[src/rtl/uart_pkg.sv]
// Shared UART definitions: one-hot frame states and parity-mode codes,
// used by the transmitter and the receiver.
package uart_pkg;

   // One-hot frame sequencer states
   typedef enum logic [4:0] {
      ST_IDLE   = 5'b00001,
      ST_START  = 5'b00010,
      ST_DATA   = 5'b00100,
      ST_PARITY = 5'b01000,
      ST_STOP   = 5'b10000
   } uart_state_t;

   // Parity-mode selector values; anything else means no parity
   localparam int unsigned PAR_NONE = 32'd0;
   localparam int unsigned PAR_EVEN = 32'd1;
   localparam int unsigned PAR_ODD  = 32'd2;

endpackage

[src/rtl/uart_tx_cfg.sv]
// Parametrised UART serialiser: start bit, DBIT data bits LSB first, optional
// parity bit, then SB_TICK oversample ticks of stop. Bit timing is driven by
// the baud generator's s_tick strobe. All line outputs come straight from flops.
module uart_tx_cfg
   import uart_pkg::*;
#(
   parameter int unsigned DBIT    = 8,
   parameter int unsigned OS_TICK = 16,
   parameter int unsigned SB_TICK = 16,
   parameter int unsigned PARITY  = 0
)(
   input  logic            clk,
   input  logic            reset,
   input  logic            s_tick,
   input  logic            tx_start,
   input  logic [DBIT-1:0] din,
   output logic            tx,
   output logic            busy,
   output logic            tx_done_tick
);

   // The tick counter serves both the data-bit period and the stop period
   localparam int unsigned S_MAX = (OS_TICK > SB_TICK) ? OS_TICK : SB_TICK;
   localparam int unsigned SW    = (S_MAX > 32'd1) ? $clog2(S_MAX) : 32'd1;
   localparam int unsigned NW    = (DBIT > 32'd1) ? $clog2(DBIT) : 32'd1;

   localparam logic [SW-1:0] S_ONE       = SW'(1);
   localparam logic [SW-1:0] S_BIT_LAST  = SW'(OS_TICK - 32'd1);
   localparam logic [SW-1:0] S_STOP_LAST = SW'(SB_TICK - 32'd1);
   localparam logic [NW-1:0] N_ONE       = NW'(1);
   localparam logic [NW-1:0] N_LAST      = NW'(DBIT - 32'd1);

   // Unknown parity modes fall back to "no parity"
   localparam logic PAR_EN  = (PARITY == PAR_EVEN) || (PARITY == PAR_ODD);
   localparam logic PAR_INV = (PARITY == PAR_ODD);

   // Even parity is the XOR of the word; odd parity is its complement
   function automatic logic frame_parity(input logic [DBIT-1:0] word);
      return (^word) ^ PAR_INV;
   endfunction

   uart_state_t     state_r;
   logic [SW-1:0]   s_r;
   logic [NW-1:0]   n_r;
   logic [DBIT-1:0] shreg_r;
   logic            par_r;
   logic            tx_r;
   logic            busy_r;
   logic            done_r;

   // Frame sequencer: tx is loaded on the same edge that changes state, so
   // every bit on the line lasts exactly its tick count.
   always_ff @(posedge clk) begin
      if (reset) begin
         state_r <= ST_IDLE;
         s_r     <= '0;
         n_r     <= '0;
         shreg_r <= '0;
         par_r   <= 1'b0;
         tx_r    <= 1'b1;
         busy_r  <= 1'b0;
         done_r  <= 1'b0;
      end else begin
         done_r <= 1'b0;
         case (state_r)
            ST_IDLE: begin
               tx_r <= 1'b1;
               if (tx_start) begin
                  shreg_r <= din;
                  par_r   <= frame_parity(din);
                  s_r     <= '0;
                  n_r     <= '0;
                  busy_r  <= 1'b1;
                  tx_r    <= 1'b0;
                  state_r <= ST_START;
               end
            end
            ST_START: begin
               if (s_tick) begin
                  if (s_r == S_BIT_LAST) begin
                     s_r     <= '0;
                     n_r     <= '0;
                     tx_r    <= shreg_r[0];
                     state_r <= ST_DATA;
                  end else begin
                     s_r <= s_r + S_ONE;
                  end
               end
            end
            ST_DATA: begin
               if (s_tick) begin
                  if (s_r == S_BIT_LAST) begin
                     s_r     <= '0;
                     shreg_r <= {1'b0, shreg_r[DBIT-1:1]};
                     if (n_r == N_LAST) begin
                        if (PAR_EN) begin
                           tx_r    <= par_r;
                           state_r <= ST_PARITY;
                        end else begin
                           tx_r    <= 1'b1;
                           state_r <= ST_STOP;
                        end
                     end else begin
                        n_r  <= n_r + N_ONE;
                        tx_r <= shreg_r[1];
                     end
                  end else begin
                     s_r <= s_r + S_ONE;
                  end
               end
            end
            ST_PARITY: begin
               if (s_tick) begin
                  if (s_r == S_BIT_LAST) begin
                     s_r     <= '0;
                     tx_r    <= 1'b1;
                     state_r <= ST_STOP;
                  end else begin
                     s_r <= s_r + S_ONE;
                  end
               end
            end
            ST_STOP: begin
               if (s_tick) begin
                  if (s_r == S_STOP_LAST) begin
                     s_r     <= '0;
                     tx_r    <= 1'b1;
                     busy_r  <= 1'b0;
                     done_r  <= 1'b1;
                     state_r <= ST_IDLE;
                  end else begin
                     s_r <= s_r + S_ONE;
                  end
               end
            end
            default: begin
               s_r     <= '0;
               n_r     <= '0;
               tx_r    <= 1'b1;
               busy_r  <= 1'b0;
               state_r <= ST_IDLE;
            end
         endcase
      end
   end

   assign tx           = tx_r;
   assign busy         = busy_r;
   assign tx_done_tick = done_r;

endmodule
[config.mk]
export PLATFORM = sky130hd
export DESIGN_NAME = uart_tx_cfg
export DESIGN_NICKNAME = d
export VERILOG_FILES = /design/src/rtl/uart_pkg.sv /design/src/rtl/uart_tx_cfg.sv
export SDC_FILE = /design/constraint.sdc
export NUM_CORES = 1
export LEC_CHECK = 0
export CAP_MARGIN = 20
export CORE_MARGIN = 2
export CORE_UTILIZATION = 37
export DETAILED_ROUTE_END_ITERATION = 16
export GPL_TIMING_DRIVEN = 0
export PLACE_DENSITY = 0.61
export SLEW_MARGIN = 0
export SYNTH_ARGS = -nofsm -noshare
export SYNTH_HDL_FRONTEND = slang
export SYNTH_SLANG_ARGS = --single-unit
[constraint.sdc]
create_clock -name clk -period 1.65 [get_ports clk]
set_input_delay 0.33 -clock clk [delete_from_list [all_inputs] [get_ports clk]]
set_output_delay 0.33 -clock clk [all_outputs]
set_load 0.05 [all_outputs]
== After elaboration in Yosys (flattened, before gate mapping) ==
Index checks and enable logic that the tools add are counted.

* Memories: 0
* RAM bits: 0
* Bits in latches: 0
* Logic and storage cells: 85
* Bits in read-only memories: 0
* Input port bits: 12
* Output and inout port bits: 3
* Bits in registers: 23

* Shifts and indexed selects: 0
* Multipliers: 0
* Magnitude comparators: 0
* Div/mod/pow operators: 0
* Add/sub/neg operators: 2
* Reductions and logical operators: 11
* Bitwise operators: 4
* Multiplexer cells: 40
* Equality and inequality tests: 21

{| class="wikitable"
|+ Operator list
! cell !! number
|-
| $mux 5 || 10
|-
| $pmux 5 s5 || 1
|-
| $mux 8 || 3
|-
| $ne 2x2->1 const B || 11
|-
| $mux 3 || 6
|-
| $pmux 8 s2 || 1
|-
| $mux 1 || 12
|-
| $mux 4 || 3
|-
| $pmux 3 s4 || 1
|-
| $reduce_and 10->1 || 1
|-
| $pmux 4 s2 || 1
|-
| $reduce_and 4->1 || 2
|-
| $reduce_and 7->1 || 1
|-
| $ne 2x1->1 const B || 3
|-
| $reduce_and 6->1 || 1
|-
| $reduce_or 3->1 || 2
|-
| $eq 5x1->1 const B || 1
|-
| $eq 5x2->1 const B || 1
|-
| $eq 5x3->1 const B || 1
|-
| $eq 5x4->1 const B || 1
|-
| $eq 5x5->1 const B || 1
|-
| $add 4x1->4 const B || 1
|-
| $eq 4x4->1 const B || 1
|-
| $not 1->1 || 4
|-
| other kinds (8) || 8
|}

== Logic depth before layout (Yosys ltp) ==
Gate-level depths: netlist of the first run.

* Depth after elaboration: 5
* Mapped depth: 7
* Depth with buffers taken out: 6

== Worst setup path after synthesis of the first run ==
Ideal clock, no wire load.

* Path type: reg-to-reg
* Start point: register state_r[2]
* End point: register s_r[0]
* Data required time: 1580 ps
* Path buffers: 1
* Setup time: 70 ps
* Data arrival time: 1631 ps
* Slack: -51 ps
* Cell stages (with the launch flop): 6
* Period minus slack after synthesis: 1701 ps
* Cells stage by stage: dfxtp_1 > buf_6 > or4b_4 > o31ai_2 > or4b_1 > a21oi_1

* Word-level cells in the longest chain between the ends: 4
* Elaborated cells on any way between the ends: 10
* Classes of those cells: 7 x eq/ne; 1 x mux; 2 x reduce/logical

{| class="wikitable"
|+ RTL lines
! what !! RTL line !! RTL
|-
| start: declaration || uart_tx_cfg.sv:42 || <nowiki>uart_state_t state_r;</nowiki>
|-
| start signal: assignment || uart_tx_cfg.sv:55 || <nowiki>state_r <= ST_IDLE;</nowiki>
|-
| start signal: assignment || uart_tx_cfg.sv:75 || <nowiki>state_r <= ST_START;</nowiki>
|-
| start signal: assignment || uart_tx_cfg.sv:84 || <nowiki>state_r <= ST_DATA;</nowiki>
|-
| $eq 5x5->1 (tied with other cells) || uart_tx_cfg.sv:65 || <nowiki>case (state_r)</nowiki>
|-
| $reduce_or 4->1 (no line) || - ||
|-
| $ne 2x1->1 (no line) || - ||
|-
| $reduce_and 2->1 (no line) || - ||
|-
| end signal: assignment || uart_tx_cfg.sv:86 || <nowiki>s_r <= s_r + S_ONE;</nowiki>
|-
| end signal: assignment || uart_tx_cfg.sv:108 || <nowiki>s_r <= s_r + S_ONE;</nowiki>
|-
| end signal: assignment || uart_tx_cfg.sv:119 || <nowiki>s_r <= s_r + S_ONE;</nowiki>
|-
| end: declaration || uart_tx_cfg.sv:43 || <nowiki>logic [SW-1:0] s_r;</nowiki>
|}

Parallel ways exist; a longest one is shown, timed or not.
A chain may end at the register's enable or synchronous reset.

== Final worst setup path of the first run ==
* Start point: register state_r[1]
* End point: register state_r[2]

* Word-level cells in the longest chain between the ends: 3
* Elaborated cells on any way between the ends: 17
* Classes of those cells: 15 x eq/ne; 1 x mux; 1 x reduce/logical

{| class="wikitable"
|+ RTL lines
! what !! RTL line
|-
| $eq 5x3->1 (tied with other cells) || uart_tx_cfg.sv:65
|-
| $ne 2x2->1 (no line) || -
|-
| $reduce_and 10->1 (no line) || -
|}

Parallel ways exist; a longest one is shown, timed or not.

==> results of run 1 <==
-- worst max-delay path: stages, from the launching register on --
cell and delay (ns):
sky130_fd_sc_hd__dfxtp_2 0.37, sky130_fd_sc_hd__buf_8 0.14, sky130_fd_sc_hd__buf_4 0.12, sky130_fd_sc_hd__nor3b_1 0.05, sky130_fd_sc_hd__or2_1 0.26, sky130_fd_sc_hd__a222oi_1 0.34
sky130_fd_sc_hd__buf_4 0.19, sky130_fd_sc_hd__mux2i_1 0.18, sky130_fd_sc_hd__nor2_1 0.06
-- worst min path at each step --
stage	from	endpoint	slack [ns]	cells past startpoint
floorplan	shreg_r[7]	shreg_r[7]	0.43	2
global placement	shreg_r[7]	shreg_r[7]	0.45	2
detailed placement	shreg_r[7]	shreg_r[7]	0.45	2
CTS	shreg_r[7]	shreg_r[7]	0.47	2
global route	shreg_r[7]	shreg_r[7]	0.51	2
finish	busy	busy	0.48	1
-- logic make-up after synthesis --
family / after synthesis / share of synthesized area (%)
XOR/XNOR: 1 / 2.20
AO/OA/AOI/OAI: 34 / 17.1
buffers and inverters: 9 / 4.50
flip-flops: 22 / 35.2
multiplexers: 10 / 7.99
AND/OR/NAND/NOR: 64 / 30.1
adder cells (fa/ha/maj): 3 / 3.00
-- timing repair --
item | in CTS | in global routing
gates resized for setup | 23 | 17
setup buffers | 10 | 6
pin swaps | 8 | 9
cloned | 0 | 0
setup endpoints to repair | 22 | 20
-- routing by layer --
metal / wire [microns] / vias to the layer above / share of wire [%] / track usage [%]
met1: 1310 / 535 / 45 / 19.9
met3: 123 / 2 / 4.2 / 3.99
met5: 0 / - / 0 / 0
met4: 10 / 0 / 0.34 / 3.33
li1: - / 579 / - / -
met2: 1490 / 28 / 51 / 27.6
-- sequential cells by signal (all words and copies together) (netlist names) --
name,flops
tx,1
busy,1
shreg_r,8
tx_done_tick,1
state_r,4
s_r,4
n_r,3
-- cell usage in the layout (no fill, tap or decap), types with 3 or more instances in the layout --
master	n
sky130_fd_sc_hd__dfxtp_1	17
sky130_fd_sc_hd__nand2b_1	4
sky130_fd_sc_hd__dfxtp_2	4
sky130_fd_sc_hd__and2_1	3
sky130_fd_sc_hd__nor3b_1	4
sky130_fd_sc_hd__o21ai_0	4
sky130_fd_sc_hd__mux2i_1	8
sky130_fd_sc_hd__nor4b_4	3
sky130_fd_sc_hd__clkdlybuf4s50_1	9
sky130_fd_sc_hd__nand2_1	10
sky130_fd_sc_hd__buf_4	10
sky130_fd_sc_hd__buf_6	8
sky130_fd_sc_hd__a21oi_1	13
sky130_fd_sc_hd__clkbuf_4	3
sky130_fd_sc_hd__nor2_1	23
sky130_fd_sc_hd__dlygate4sd2_1	5
-- power groups by stage --
stage / registers, mW / logic [mW] / clock network (mW)
after floorplan: 0.610 / 0.206 / 0
after global placement: 0.591 / 0.305 / 0
after detailed placement: 0.594 / 0.311 / 0
after CTS: 0.584 / 0.363 / 0.310
after global routing: 0.591 / 0.424 / 0.330
final: 0.586 / 0.388 / 0.306
-- synthesized netlist by cell type (2+ instances only) --
cell	instances	share of area, %
sky130_fd_sc_hd__nor3_1	2	0.80
sky130_fd_sc_hd__nand2_1	10	3.0
sky130_fd_sc_hd__mux2i_1	10	8.0
sky130_fd_sc_hd__nand2b_1	4	2.0
sky130_fd_sc_hd__buf_6	2	1.8
sky130_fd_sc_hd__ha_1	3	3.0
sky130_fd_sc_hd__and2_1	3	1.5
sky130_fd_sc_hd__buf_2	3	1.2
sky130_fd_sc_hd__a31oi_1	2	1.0
sky130_fd_sc_hd__nand3_1	2	0.80
sky130_fd_sc_hd__nor2_1	24	7.2
sky130_fd_sc_hd__a21oi_1	15	6.0
sky130_fd_sc_hd__nor3b_1	4	2.4
sky130_fd_sc_hd__dfxtp_1	22	35
sky130_fd_sc_hd__o21a_1	2	1.2
sky130_fd_sc_hd__clkbuf_1	2	0.60
sky130_fd_sc_hd__o21ai_0	5	2.0
-- cell type report --
type | instances | area share (%)
Buffer | 7 | 4.10
Tap cell | 46 | 3.31
Clock buffer | 4 | 2.09
Multi-Input combinational cell | 112 | 49.2
Inverter | 1 | 0.216
Sequential cell | 22 | 25.8
Timing Repair Buffer | 29 | 15.3
==> flow_metrics.tcl, run 1 <==
set metrics [dict create \
    hold_slack_ns 0.476 \
    layout.cells.non_filler 221 \
    critical_path_peak_fanout 7 \
    logic_depth_of_the_worst_register_to_register_path 8 \
    int_power_mw 0.896 \
    detailed_place_hpwl_microns 1930 \
    starting_utilization_of_the_core_area_pct 38.1 \
    antenna_found_initial 0 \
    cts-htree-levels 1 \
    power.static_leakage_nw 0.641 \
    violated_checks "setup timing" \
    rsz0062_at_grt "true" \
    min_path_type "flop to flop" \
    num-nets-final 191 \
    critical_path.startpoint_type "flop" \
    place_ws_ns -0.633 \
    clock_latency_ns 0.31 \
    grt_start_max_net_pins 13 \
    ys_dominant_reg_cell "sky130_fd_sc_hd__dfxtp_1" \
    area_growth_syn_to_layout_pct 38.8 \
    drt_first_pass_iters 4 \
    row_count 21 \
    globalRouteOverflowTotal 0 \
    timing_worst_setup_path_type "flop to flop" \
    ys_seq_elements 22 \
    worst_r2r_endpoint "state_r[2]" \
    placed_cells 203 \
    reg2reg_slack_ns -0.16 \
    switchingPower_mw 0.384 \
    fill_cells 329 \
    portBuffers 14 \
    finClkSkew_ns 0.00743 \
    floorplan.die_area_sq_um 3870 \
    synth.cell_area_sq_um 1250 \
    startpoint "state_r[1]" \
    pwr-share-seq_pct 45.8 \
    timing.critical_path.arrival_ns 2.01 \
    finalWirelength_microns 2930 \
    synth_cells 143 \
    via_per_inst 5.18 \
    synthesis.nets 158 \
    synth.avg_cell_area_sq_um 8.76 \
    final_setup_violations 15 \
    cts-root-to-sink-buffers 2 \
    clk_root_buffer_cell "sky130_fd_sc_hd__clkbuf_4" \
    ioPinCount 15 \
    outcome "finished with violations" \
    clock_network_fraction_of_total_power_pct 23.9 \
    totalPowerFinal_mw 1.28 \
    cts_tree "yes" \
    drv_cap 0 \
    proportion_of_layout_cells_with_a_drive_suffix_above_1_pct 27.4 \
    total_inserted_antenna_cells 0 \
    synth_cell_types 45 \
    synth-warning-count 0 \
    fin_area_sq_um 1740 \
    clk_transition_reported_paths_ns 0.13 \
    final_min_period_over_clock_period_pct 110 \
    vias_in_the_first_global_route 1072 \
    drv_slew 0 \
    grt_pass1_wl_microns 5020 \
    vias 1144 \
    sw_frac_of_total_pct 30.0 \
    dr.first_iter.drc_count 24 \
    postPlaceCellArea_sq_um 1470 \
    report.final.hold_viol_count 0 \
    cts_num_sinks 22 \
    chipWidth_microns 62.2 \
    seq_area_sq_um 449 \
    max-slew-margin-rel_pct 66.4 \
    multi_input_combinational_cell_area_sq_um 855 \
    fmax_ghz 0.552 \
    grt_use_total_pct 15.9 \
    final_util_pct 52.9 \
    tritoncts.num_buffers 3 \
    fp.dieH_microns 62.2 \
    edff_count_synth 0 \
    floorplan.core_area_sq_um 3280 \
    globalplace.congestion 0.825 \
    remaining_drc_errors 0 \
    ctsHoldBuffers 0 \
    fin_crit_period_ns 1.81 \
    route.detailed.wl_per_inst_microns 13.3 \
    power.density_cell_area_nw_per_um2 736 \
    worst-slew-pin-transition_ns 0.504 \
    critPathCaptureType "flop" \
    combinational_cell_fraction_of_total_power_pct 30.3 \
    worstSetupEndpoint "state_r[2]" \
    rr_startpoint "state_r[1]" \
    layout_setup_ws_ns -0.161 \
    vdd_drop_max_mv 0.478 \
    data_required_time_at_the_worst_endpoint_ns 1.85 \
    final_antenna_net_count 0 \
    synth_seq_area_share_pct 35.2 \
    synthArstFlopShare_pct 0 \
    fin_tns_setup_ns -0.734 \
]
No activity file was read; power rests on OpenSTA's default activity.
==> run 2: changes to the inputs <==
--- a/config.mk
+++ b/config.mk
@@ -10,6 +10,7 @@
 export CORE_UTILIZATION = 37
 export DETAILED_ROUTE_END_ITERATION = 16
 export GPL_TIMING_DRIVEN = 0
+export HOLD_SLACK_MARGIN = 0.12
 export PLACE_DENSITY = 0.61
 export SLEW_MARGIN = 0
 export SYNTH_ARGS = -nofsm -noshare
==> constraint.sdc (replaced) <==
create_clock -name clk -period 1.5 [get_ports clk]
set_input_delay 0.3 -clock clk [delete_from_list [all_inputs] [get_ports clk]]
set_output_delay 0.3 -clock clk [all_outputs]
set_load 0.05 [all_outputs]
==> run 2 against run 1 <==
Compared with the run above:
- the run still ends with setup timing left
- die area did not move
- routed wire length rose by 11%
- total power rose by 23%
- hold slack barely moved
- largest cell class unchanged
- largest power group unchanged
==> flow_metrics.tcl, run 2 (same netlist as run 1, synthesis figures left out) <==
set metrics [dict create \
    cts-htree-levels 1 \
    final_cell_mix "sky130_fd_sc_hd__nor2_1 (21), sky130_fd_sc_hd__dfxtp_1 (17), sky130_fd_sc_hd__buf_4 (13), sky130_fd_sc_hd__buf_6 (11)" \
    final_util_pct 60.3 \
    largest_register_ffs 8 \
    final_min_period_over_clock_period_pct 119 \
    final_setup_violations 21 \
    finClkSkew_ns 0.00437 \
    clk_transition_reported_paths_ns 0.13 \
    floorplan.die_area_sq_um 3870 \
    starting_utilization_of_the_core_area_pct 38.1 \
    drv_cap 0 \
    timing_worst_setup_path_type "flop to flop" \
    drv_slew 0 \
    chipWidth_microns 62.2 \
    violated_checks "setup timing" \
    route.detailed.wl_per_inst_microns 14.0 \
    cell_by_cell_trace_of_the_critical_path "buf_8 > nor3b_4 > or2_0 > a222oi_1 > buf_4 > mux2i_1 > nor2_1" \
    proportion_of_layout_cells_with_a_drive_suffix_above_1_pct 40.9 \
    power.static_leakage_nw 0.754 \
    grt_pass1_wl_microns 5400 \
    num-nets-final 202 \
    report.final.hold_viol_count 0 \
    most_common_library_cell_in_the_layout_ignoring_fill_and_taps "sky130_fd_sc_hd__nor2_1" \
    cpPeakStageDelay_ns 0.38 \
    grt_use_total_pct 17.0 \
    finalWirelength_microns 3250 \
    vias 1205 \
    portBuffers 14 \
    fmax_ghz 0.561 \
    cts_num_sinks 22 \
    path_buf_inv 2 \
    place_ws_ns -0.719 \
    grt_start_max_net_pins 13 \
    detailed_place_hpwl_microns 1990 \
    final_antenna_net_count 0 \
    area_growth_syn_to_layout_pct 58.0 \
    antenna_found_initial 0 \
    timing.critical_path.max_delay_family "simple AND/OR/NAND/NOR gates" \
    rsz0062_at_grt "true" \
    vdd_drop_max_mv 0.419 \
    drt_first_pass_iters 4 \
    fill_cells 289 \
    globalplace.congestion 0.801 \
    clock_latency_ns 0.30 \
    largest_regs "shreg_r: 8 flops, s_r: 4 flops, state_r: 4 flops" \
    remaining_drc_errors 0 \
    ioPinCount 15 \
    globalRouteOverflowTotal 0 \
    critPathCaptureType "flop" \
    worst-slew-pin-transition_ns 0.590 \
    top_register "shreg_r" \
    tritoncts.num_buffers 3 \
    dr.first_iter.drc_count 25 \
    critical_path.startpoint_type "flop" \
    max-slew-margin-rel_pct 60.7 \
    row_count 21 \
    min_path_type "flop to flop" \
    total_inserted_antenna_cells 0 \
    timing.critical_path.arrival_ns 1.98 \
    via_per_inst 5.19 \
    fp.dieH_microns 62.2 \
    layout_setup_ws_ns -0.282 \
    cts-root-to-sink-buffers 2 \
    ctsHoldBuffers 0 \
    data_required_time_at_the_worst_endpoint_ns 1.70 \
    critical_path_peak_fanout 5 \
    floorplan.core_area_sq_um 3280 \
    clk_root_buffer_cell "sky130_fd_sc_hd__clkbuf_4" \
    cts_tree "yes" \
    outcome "finished with violations" \
    crit_slowest_cell "sky130_fd_sc_hd__dfxtp_4" \
    power.density_cell_area_nw_per_um2 796 \
    fin_crit_period_ns 1.78 \
    vias_in_the_first_global_route 1181 \
]
[run 2: timing repair]
item	CTS	global route
cloned	2	0
setup buffers	19	5
pin swaps	11	11
endpoints found under the setup margin	24	23
gates resized for setup	35	28
[run 2: path summary, 6_finish.rpt]
kind / startpoint / endpoint / slack, ns / depth (start not counted)
worst max-delay path: state_r[0] / state_r[2] / -0.28 / 7
worst min register to register: shreg_r[7] / shreg_r[7] / 0.48 / 2
worst max register to register: state_r[0] / state_r[2] / -0.28 / 7
worst min-delay path: shreg_r[7] / shreg_r[7] / 0.48 / 2
[run 2: where the power goes]
group | internal (mW) | leakage (nW) | switching (mW) | total, mW
registers | 0.619 | 0.182 | 0.0295 | 0.648
clock network | 0.148 | 0.0210 | 0.184 | 0.332
logic | 0.339 | 0.551 | 0.257 | 0.596
total | 1.11 | 0.754 | 0.470 | 1.58
[run 2: final cells by class]
type | count | area (sq um) | area share [%]
Timing Repair Buffer | 40 | 422 | 21.3
Multi-Input combinational cell | 112 | 930 | 47.0
Buffer | 7 | 76.3 | 3.86
Tap cell | 46 | 57.6 | 2.91
Inverter | 1 | 3.75 | 0.190
Sequential cell | 22 | 454 | 22.9
Clock buffer | 4 | 36.3 | 1.83
[run 2: stage by stage]
stage / total power [mW] / instance area (sq um) / hold WS, ns / instances / TNS [ns]
final: 1.58 / 1980 / 0.476 / 232 / -3.82
after global routing: 1.65 / 1980 / 0.489 / 232 / -5.63
after CTS: 1.51 / 1850 / 0.480 / 227 / -2.32
after detailed placement: 1.02 / 1500 / 0.455 / 203 / -8.45
after global placement: 1.01 / 1500 / 0.451 / 203 / -8.01
after floorplan: 0.922 / 1310 / 0.412 / 143 / -1.67
[run 2: worst reg2reg max path, cell delays in order, from the launching register on]
cell	delay, ns
sky130_fd_sc_hd__dfxtp_4	0.38
sky130_fd_sc_hd__buf_8	0.13
sky130_fd_sc_hd__nor3b_4	0.14
sky130_fd_sc_hd__or2_0	0.24
sky130_fd_sc_hd__a222oi_1	0.35
sky130_fd_sc_hd__buf_4	0.19
sky130_fd_sc_hd__mux2i_1	0.20
sky130_fd_sc_hd__nor2_1	0.05
[run 2: layer usage]
layer  vias up  share of wire [%]  wire length (microns)  track usage [%]
li1        603                  -                      -                -
met1       589                 46                   1490             23.2
met2        11                 51                   1670             28.3
met3         2                2.1                     69             1.81
met4         0               0.37                     12             5.56
met5         -                  0                      0                0
==> run 3: changes to the inputs <==
--- a/config.mk
+++ b/config.mk
@@ -7,11 +7,12 @@
 export LEC_CHECK = 0
 export CAP_MARGIN = 20
 export CORE_MARGIN = 2
-export CORE_UTILIZATION = 37
+export CORE_UTILIZATION = 23
 export DETAILED_ROUTE_END_ITERATION = 16
 export GPL_TIMING_DRIVEN = 0
 export HOLD_SLACK_MARGIN = 0.12
-export PLACE_DENSITY = 0.61
+export PLACE_DENSITY = 0.43
+export SKIP_CTS_REPAIR_TIMING = 1
 export SLEW_MARGIN = 0
 export SYNTH_ARGS = -nofsm -noshare
 export SYNTH_HDL_FRONTEND = slang
==> run 3 against run 2 <==
Compared with the run above:
- the flow still finishes with violations (setup timing)
- die area up 57%
- critical path depth shrank 2
- sequential power is essentially flat
- total power down 3.4%
- register-to-register slack got worse by 0.02 ns
- cell count up 4.3%
- sequential share of layout area is 2.1 points higher
- clock power grew 33%
- worst setup slack got worse by 0.016 ns
- critical path type unchanged
- routed wire length fell by 3.0%
- largest power group unchanged
- fmax fell by 0.90%
- combinational power decreased by 27%
==> flow_metrics.tcl, run 3 (same netlist as run 1, synthesis figures left out) <==
set metrics [dict create \
    crit_slowest_cell "sky130_fd_sc_hd__or4b_4" \
    final_min_period_over_clock_period_pct 120 \
    cpPeakStageDelay_ns 0.53 \
    rsz0062_at_grt "true" \
    timing_worst_setup_path_type "flop to flop" \
    power.density_cell_area_nw_per_um2 850 \
    final_cell_mix "sky130_fd_sc_hd__nor2_1 (23), sky130_fd_sc_hd__dfxtp_1 (16), sky130_fd_sc_hd__mux2i_1 (10), sky130_fd_sc_hd__buf_4 (9), sky130_fd_sc_hd__clkdlybuf4s50_1 (9)" \
    drt_first_pass_iters 4 \
    cts_tree "yes" \
    route.detailed.wl_per_inst_microns 13.0 \
    cts-htree-levels 1 \
    portBuffers 14 \
    final_setup_violations 20 \
    cell_by_cell_trace_of_the_critical_path "buf_6 > or4b_4 > o31ai_4 > or4b_1 > a21oi_1" \
    clk_transition_reported_paths_ns 0.08 \
    critical_path.startpoint_type "flop" \
    int_power_mw 1.07 \
    data_required_time_at_the_worst_endpoint_ns 1.69 \
    globalRouteOverflowTotal 0 \
    num-nets-final 188 \
    remaining_drc_errors 0 \
    critPathCaptureType "flop" \
    total_inserted_antenna_cells 0 \
    clk_root_buffer_cell "sky130_fd_sc_hd__clkbuf_8" \
    fmax_ghz 0.556 \
    most_common_library_cell_in_the_layout_ignoring_fill_and_taps "sky130_fd_sc_hd__nor2_1" \
    cts_num_sinks 22 \
    clock_latency_ns 0.27 \
    switchingPower_mw 0.450 \
    totalPowerFinal_mw 1.52 \
    place_ws_ns -0.759 \
    final_antenna_net_count 0 \
    report.final.hold_viol_count 0 \
    finClkSkew_ns 0.00268 \
    largest_register_ffs 8 \
    chipWidth_microns 77.8 \
    max-slew-margin-rel_pct 61.8 \
    vdd_drop_max_mv 0.276 \
    grt_pass1_wl_microns 4950 \
    hold_slack_ns 0.470 \
    tritoncts.num_buffers 3 \
    row_count 26 \
    layout_setup_ws_ns -0.298 \
    vias_in_the_first_global_route 1078 \
    clock_network_fraction_of_total_power_pct 29.0 \
    cts-root-to-sink-buffers 2 \
    area_growth_syn_to_layout_pct 43.0 \
    via_per_inst 4.79 \
    finalWirelength_microns 3150 \
    dr.first_iter.drc_count 73 \
    antenna_found_initial 0 \
    violated_checks "setup timing" \
    worst-slew-pin-transition_ns 0.573 \
    fin_crit_period_ns 1.80 \
    detailed_place_hpwl_microns 2150 \
    fp.dieH_microns 77.8 \
    largest_regs "shreg_r: 8 flops, s_r: 4 flops, state_r: 4 flops" \
    min_path_type "flop to flop" \
    starting_utilization_of_the_core_area_pct 24.2 \
    grt_use_total_pct 10.1 \
    globalplace.congestion 0.796 \
    power.static_leakage_nw 0.670 \
    proportion_of_layout_cells_with_a_drive_suffix_above_1_pct 30.2 \
    timing.critical_path.arrival_ns 1.99 \
    outcome "finished with violations" \
    top_register "shreg_r" \
    vias 1160 \
    pwr-share-seq_pct 42.5 \
    ioPinCount 15 \
    drv_cap 0 \
    floorplan.core_area_sq_um 5170 \
    critical_path_peak_fanout 7 \
    floorplan.die_area_sq_um 6050 \
    grt_start_max_net_pins 13 \
    drv_slew 0 \
    sw_frac_of_total_pct 29.5 \
    combinational_cell_fraction_of_total_power_pct 28.6 \
]
run 3: cell types whose count changed in the layout (fill, tap and decap cells not counted), moves of 4 or more:
cell	before	now
sky130_fd_sc_hd__buf_6	11	6
sky130_fd_sc_hd__dlymetal6s2s_1	0	5
sky130_fd_sc_hd__buf_12	4	0
sky130_fd_sc_hd__buf_4	13	9
sky130_fd_sc_hd__dfxtp_2	2	6
run 3: final cells by class:
| class | instances | area [sq um] |
|---|---|---|
| repair buffers | 25 | 240 |
| clock buffers | 4 | 55.1 |
| fillers | 551 | 3380 |
| well taps | 70 | 87.6 |
| plain buffers | 8 | 75.1 |
| inverters | 1 | 3.75 |
| multi-input cells | 112 | 881 |
| flip-flops and latches | 22 | 448 |
run 3: worst paths after layout:
kind	start	to	slack, ns	depth (start not counted)
setup / recovery	state_r[2]	s_r[0]	-0.30	5
setup reg to reg	state_r[2]	s_r[0]	-0.30	5
hold / removal	shreg_r[7]	shreg_r[7]	0.47	2
hold reg to reg	shreg_r[7]	shreg_r[7]	0.47	2
run 3: per-stage QoR:
step | instance area (sq um) | util [%] | std cells | setup TNS, ns
after floorplan | 1310 | - | 143 | -1.67
after global placement | 1530 | 29.6 | 227 | -9.34
after detailed placement | 1530 | 29.6 | 227 | -9.28
after CTS | 1590 | 30.7 | 231 | -8.47
after global routing | 1790 | 34.6 | 242 | -4.39
final | 1790 | 34.6 | 242 | -2.54
run 3: power by group through the flow:
stage | registers, mW | logic, mW | clock network [mW]
2_1_floorplan | 0.675 | 0.247 | 0
4_1_cts | 0.643 | 0.372 | 0.451
3_3_place_gp | 0.655 | 0.368 | 0
6_report | 0.647 | 0.435 | 0.441
3_5_place_dp | 0.657 | 0.370 | 0
5_1_grt | 0.651 | 0.473 | 0.482
run 3: critical path, delay by kind of cell (launching register included):
family | cells | cell delay [ns]
AO/OA/AOI/OAI | 2 | 0.27
buffers and inverters | 1 | 0.13
flip-flops | 1 | 0.32
AND/OR/NAND/NOR | 2 | 0.99
run 3: metal layers:
| layer | global-route usage (%) | wire length (microns) | vias to the layer above |
|---|---|---|---|
| met3 | 1.86 | 110 | 5 |
| met4 | 3.21 | 34 | 0 |
| met5 | 0 | 0 | - |
| met1 | 13.1 | 1490 | 562 |
| met2 | 16.9 | 1510 | 22 |
| li1 | - | - | 571 |
